$ cat config.mk
export PLATFORM = sky130hd
export DESIGN_NAME = uart_tx
export DESIGN_NICKNAME = d
export VERILOG_FILES = /design/src/rtl/uart_pkg.sv /design/src/rtl/uart_tx_parity_calc.sv /design/src/rtl/uart_tx.sv
export SDC_FILE = /design/constraint.sdc
export NUM_CORES = 1
export LEC_CHECK = 0
export BUFFER_PORTS_ARGS = -buffer_cell sky130_fd_sc_hd__buf_2
export CORE_ASPECT_RATIO = 0.8
export CORE_MARGIN = 1
export CORE_UTILIZATION = 50
export DETAILED_ROUTE_END_ITERATION = 16
export HOLD_SLACK_MARGIN = 0.06
export PLACE_DENSITY = 0.7
export SYNTH_ARGS = -nofsm -noshare
export SYNTH_HDL_FRONTEND = slang
export SYNTH_HIERARCHICAL = 1
export SYNTH_SLANG_ARGS = --single-unit
export TNS_END_PERCENT = 20
$ cat constraint.sdc
create_clock -name CLK -period 5.1 [get_ports CLK]
set_input_delay 1.02 -clock CLK [delete_from_list [all_inputs] [get_ports CLK]]
set_output_delay 1.02 -clock CLK [all_outputs]
set_load 0.005 [all_outputs]
$ cat src/rtl/uart_pkg.sv
// rtl/uart_pkg.sv - shared UART transmitter types and line constants
package uart_pkg;

  typedef enum logic [2:0] {
    IDLE,
    START,
    DATA,
    PARITY,
    STOP
  } uart_state_e;

  localparam logic PAR_EVEN   = 1'b0;
  localparam logic PAR_ODD    = 1'b1;
  localparam logic IDLE_LEVEL = 1'b1;

endpackage

$ cat src/rtl/uart_tx_parity_calc.sv
// rtl/uart_tx_parity_calc.sv - combinational parity bit over the latched frame data
module uart_tx_parity_calc
  import uart_pkg::*;
#(
  parameter int DATA_WIDTH = 8
) (
  input  logic [DATA_WIDTH-1:0] data_i,
  input  logic                  par_typ_i,
  output logic                  parity_o
);

  assign parity_o = (par_typ_i == PAR_ODD) ? ~^data_i : ^data_i;

endmodule

$ cat src/rtl/uart_tx.sv
// rtl/uart_tx.sv - UART serial transmitter (start, LSB-first data, optional parity, stop)
// Parity support is compiled in only when UART_TX_PARITY_EN is defined.
module uart_tx
  import uart_pkg::*;
#(
  parameter int DATA_WIDTH = 8
) (
  input  logic                  CLK,
  input  logic                  RST,
  input  logic [DATA_WIDTH-1:0] P_DATA,
  input  logic                  Data_Valid,
  input  logic                  PAR_EN,
  input  logic                  PAR_TYP,
  input  logic [5:0]            prescale,
  output logic                  TX_OUT,
  output logic                  busy
);

  localparam int BIT_W = (DATA_WIDTH > 1) ? $clog2(DATA_WIDTH) : 1;
  localparam logic [BIT_W-1:0] LAST_BIT = BIT_W'(DATA_WIDTH - 1);

  uart_state_e           state_q;
  logic [DATA_WIDTH-1:0] shift_q;
  logic [5:0]            presc_q;
  logic [5:0]            cnt_q;
  logic [BIT_W-1:0]      bit_q;
  logic                  tx_q;
  logic                  busy_q;
  logic                  par_en_q;
  logic                  parity_bit;
  logic                  bit_end;

`ifdef UART_TX_PARITY_EN
  logic [DATA_WIDTH-1:0] data_q;
  logic                  par_typ_q;

  uart_tx_parity_calc #(.DATA_WIDTH(DATA_WIDTH)) u_parity (
    .data_i    (data_q),
    .par_typ_i (par_typ_q),
    .parity_o  (parity_bit)
  );
`else
  logic unused_par_inputs;
  assign unused_par_inputs = PAR_EN ^ PAR_TYP;
  assign parity_bit        = 1'b0;
`endif

  // presc_q is clamped to >=1 at accept, so the last cycle of a bit is presc_q-1
  assign bit_end = (cnt_q == presc_q - 6'd1);

  always_ff @(posedge CLK or posedge RST) begin
    if (RST) begin
      state_q   <= IDLE;
      shift_q   <= '0;
      presc_q   <= 6'd0;
      cnt_q     <= 6'd0;
      bit_q     <= '0;
      tx_q      <= IDLE_LEVEL;
      busy_q    <= 1'b0;
      par_en_q  <= 1'b0;
`ifdef UART_TX_PARITY_EN
      data_q    <= '0;
      par_typ_q <= PAR_EVEN;
`endif
    end else begin
      case (state_q)
        IDLE: begin
          if (Data_Valid) begin
            state_q  <= START;
            shift_q  <= P_DATA;
            presc_q  <= (prescale == 6'd0) ? 6'd1 : prescale;
            cnt_q    <= 6'd0;
            bit_q    <= '0;
            tx_q     <= 1'b0;
            busy_q   <= 1'b1;
`ifdef UART_TX_PARITY_EN
            par_en_q  <= PAR_EN;
            data_q    <= P_DATA;
            par_typ_q <= PAR_TYP;
`else
            par_en_q <= 1'b0;
`endif
          end
        end
        START: begin
          if (bit_end) begin
            state_q <= DATA;
            cnt_q   <= 6'd0;
            tx_q    <= shift_q[0];
            shift_q <= shift_q >> 1;
          end else begin
            cnt_q <= cnt_q + 6'd1;
          end
        end
        DATA: begin
          if (bit_end) begin
            cnt_q <= 6'd0;
            if (bit_q == LAST_BIT) begin
              if (par_en_q) begin
                state_q <= PARITY;
                tx_q    <= parity_bit;
              end else begin
                state_q <= STOP;
                tx_q    <= 1'b1;
              end
            end else begin
              bit_q   <= bit_q + 1'b1;
              tx_q    <= shift_q[0];
              shift_q <= shift_q >> 1;
            end
          end else begin
            cnt_q <= cnt_q + 6'd1;
          end
        end
        PARITY: begin
          if (bit_end) begin
            state_q <= STOP;
            cnt_q   <= 6'd0;
            tx_q    <= 1'b1;
          end else begin
            cnt_q <= cnt_q + 6'd1;
          end
        end
        STOP: begin
          if (bit_end) begin
            state_q <= IDLE;
            cnt_q   <= 6'd0;
            tx_q    <= IDLE_LEVEL;
            busy_q  <= 1'b0;
          end else begin
            cnt_q <= cnt_q + 6'd1;
          end
        end
        default: begin
          state_q <= IDLE;
          tx_q    <= IDLE_LEVEL;
          busy_q  <= 1'b0;
        end
      endcase
    end
  end

  assign TX_OUT = tx_q;
  assign busy   = busy_q;

endmodule

==> results.cfg <==
[cells_and_area]
fill_cells = 256
design_area_mm2 = 0.001753
drive_above_1_share_pct = 18.09
fin_nets = 212
postLayoutCoreUtil_pct = 61.05
mostFrequentLayoutCell = dfrtp_1
layout_common_cells = dfrtp_1, nor2_1, nand2_1, buf_2, a21oi_1
antenna_cells = 0
syn_to_final_growth_pct = 11.46

[worst_setup_path]
rr_endpoint = shift_q[7]
cp_data_required_time_ns = 5.25
cp_data_arrival_time_ns = 2.96
crit_chain = or4_1 -> or3_1 -> a2111oi_2 -> nand2_1 -> a21oi_2 -> o22ai_1
end_kind = flop
reg2reg_depth = 6
cp_slowest_cell = or4_1
r2r-start = presc_q[2]
r2r_slack_ns = 2.29
max_stage_delay_ns = 0.51
critical_path_buf_inv_count = 0
cp-start-kind = flop
worstPathMaxFanout = 11
path_class = flop to flop
path_delay_family = simple AND/OR/NAND/NOR gates

[logic_synthesis]
ys_async_sr_fraction_pct = 100.0
synth_area_mm2 = 0.001573
ys_ff_latch = 28
synthCells = 172
syn_area_per_cell_um2 = 9.144
yosys_most_used_dff = dfrtp_1
synth-edff-count = 0
ys.warnings.count = 6
synth_cell_type_count = 40
yosysSeqAreaShare_pct = 44.63
yosys.area.top_type = dfrtp_1
synth_area_leaders = dfrtp_1, nor2_1, nand2_1
netlist.area_leader.share_pct = 42.96
synth_nets = 195

[route]
vias_per_cell = 5.925
dr.pass1.iters = 4
drt_iter0_markers = 55
avgRoutedWirePerCell_um = 14.34
drc = 0
num_vias = 1339
drt-total-wl_um = 3240
ant_nets = 0

[hold_path]
holdPathStages = 2
hp-class = flop to flop
worstHoldStart = TX_OUT
hold_end = TX_OUT

[grt]
track_usage_pct = 22.37
antenna_found_initial = 0
gr-total-overflow = 0
grt_pass1_wl_um = 5706
grt_pass1_vias = 1349
grt_max_degree = 29

[clock_tree]
insertion_delay_ns = 0.28
max-clock-path-buffers = 2
cts_root_buf = clkbuf_8
cts_resized = 0
clk_pin_slew_ns = 0.10
cts.htree.levels = 1
cts_setup_buffers = 0
clock_sinks = 28
cts_hold_buffers = 0
cts_tree = built
cts_made_buffers = 3

[power]
p_seq_share_pct = 38.4
power.net_switching_uw = 470.9
power.total_uw = 1141
switching_share_pct = 41.28
clkPwrFrac_pct = 15.6
ir_drop_uv = 297.8
leakagePower_uw = 0.0007523
combPwrFrac_pct = 46.0
power.internal_uw = 669.8
p_per_area_mw_per_mm2 = 650.7

[timing]
relSlewSlack_pct = 32.73
setup_viol = 0
setup-tns-final_ns = 0
drv_slew = 0
fmax_mhz = 355.6
rsz0062_at_grt = false
final.min_clock_period_ns = 2.812
fin_crit_sh_pct = 55.13
hold_viol_final = 0
worst_pin_slew_ns = 1.008
fin_worst_skew_ns = 0.002749

[placement]
gp_congestion = 0.8011
place_area_mm2 = 0.001682
hpwl_um = 2374
numPortBuffers = 18

[die]
die-area_mm2 = 0.003375
rows = 17
start_util_pct = 54.77
io_pins = 21
die_height_um = 52.17
die_x_um = 64.71
coreArea_mm2 = 0.002872

[run]
drv_cap = 0

[outcome]
status = complete, no violations
==> per-layer routing <==
metal	up-vias	track usage (%)	share of wire (%)
met4	0	5.926	0.90
li1	652	-	-
met3	5	5.263	5.1
met1	642	27.79	47
met5	-	0	0
met2	40	39.06	47
==> worst max-delay path by stage <==
stage	start	end	slack, ns	depth (start not counted)
after floorplan	presc_q[0]	TX_OUT	2.70	7
after global placement	presc_q[0]	shift_q[7]	2.42	6
after detailed placement	presc_q[0]	shift_q[7]	2.32	6
after CTS	presc_q[0]	shift_q[7]	2.30	6
after global routing	presc_q[0]	shift_q[7]	2.07	6
final	presc_q[2]	shift_q[7]	2.29	6
==> power groups by stage <==
| stage | clock (µW) | combinational [µW] | sequential, µW |
|---|---|---|---|
| 4_1_cts | 181 | 525 | 436 |
| 3_5_place_dp | 0 | 523 | 442 |
| 3_3_place_gp | 0 | 495 | 433 |
| 6_report | 177 | 525 | 438 |
| 5_1_grt | 188 | 603 | 453 |
| 2_1_floorplan | 0 | 447 | 401 |
==> cell usage after synthesis (2+ instances only) <==
master	number
buf_2	2
a21oi_2	2
o22ai_1	2
nor3_1	6
nand3_1	8
o21ai_0	9
a31oi_1	6
inv_1	5
nor2_1	22
mux2_2	5
ha_1	4
clkbuf_1	3
nand2_1	20
dfrtp_1	27
or3_1	2
nor2b_1	2
xnor2_1	6
or4_1	2
and2_1	2
a21oi_1	10
o22a_1	7
nand4_1	2
==> area by class of cell <==
type	count	area (µm²)	area share, %
multi-input cells	132	819.5	46.75
flip-flops and latches	28	701.9	40.04
repair buffers	18	90.09	5.139
clock inverters	1	30.03	1.713
clock buffers	3	41.29	2.355
inverters	6	22.52	1.285
well taps	38	47.55	2.712
==> worst register-to-register path: cells and delay by family (launching register included) <==
family             cells  cell delay, ns
and+or+nand+nor        3            1.21
DFF                    1            0.46
AOI/OAI and AO/OA      3            1.01
==> flip-flops by register name, indices dropped and copies added (netlist names) <==
name	count
cnt_q	6
shift_q	8
bit_q	3
TX_OUT	1
state_q	3
presc_q	6
busy	1
==> through the flow <==
stage	cells	hold slack (ns)	worst slack [ns]
5_1_grt	226	0.5032	2.074
6_report	226	0.4694	2.288
3_3_place_gp	222	0.4564	2.418
4_1_cts	226	0.4733	2.301
3_5_place_dp	222	0.4579	2.325
2_1_floorplan	172	0.4559	2.697
==> kinds of logic after synthesis <==
kind of cell,count (synthesis),share of synthesized area (%)
AO/OA/AOI/OAI,43,19.01
XOR/XNOR,7,3.898
adder cells (fa/ha/maj),5,3.898
buffers and inverters,12,3.262
flip-flops,28,44.63
multiplexers,6,4.216
AND/OR/NAND/NOR,71,21.08
(Power assumes the default switching activity.)
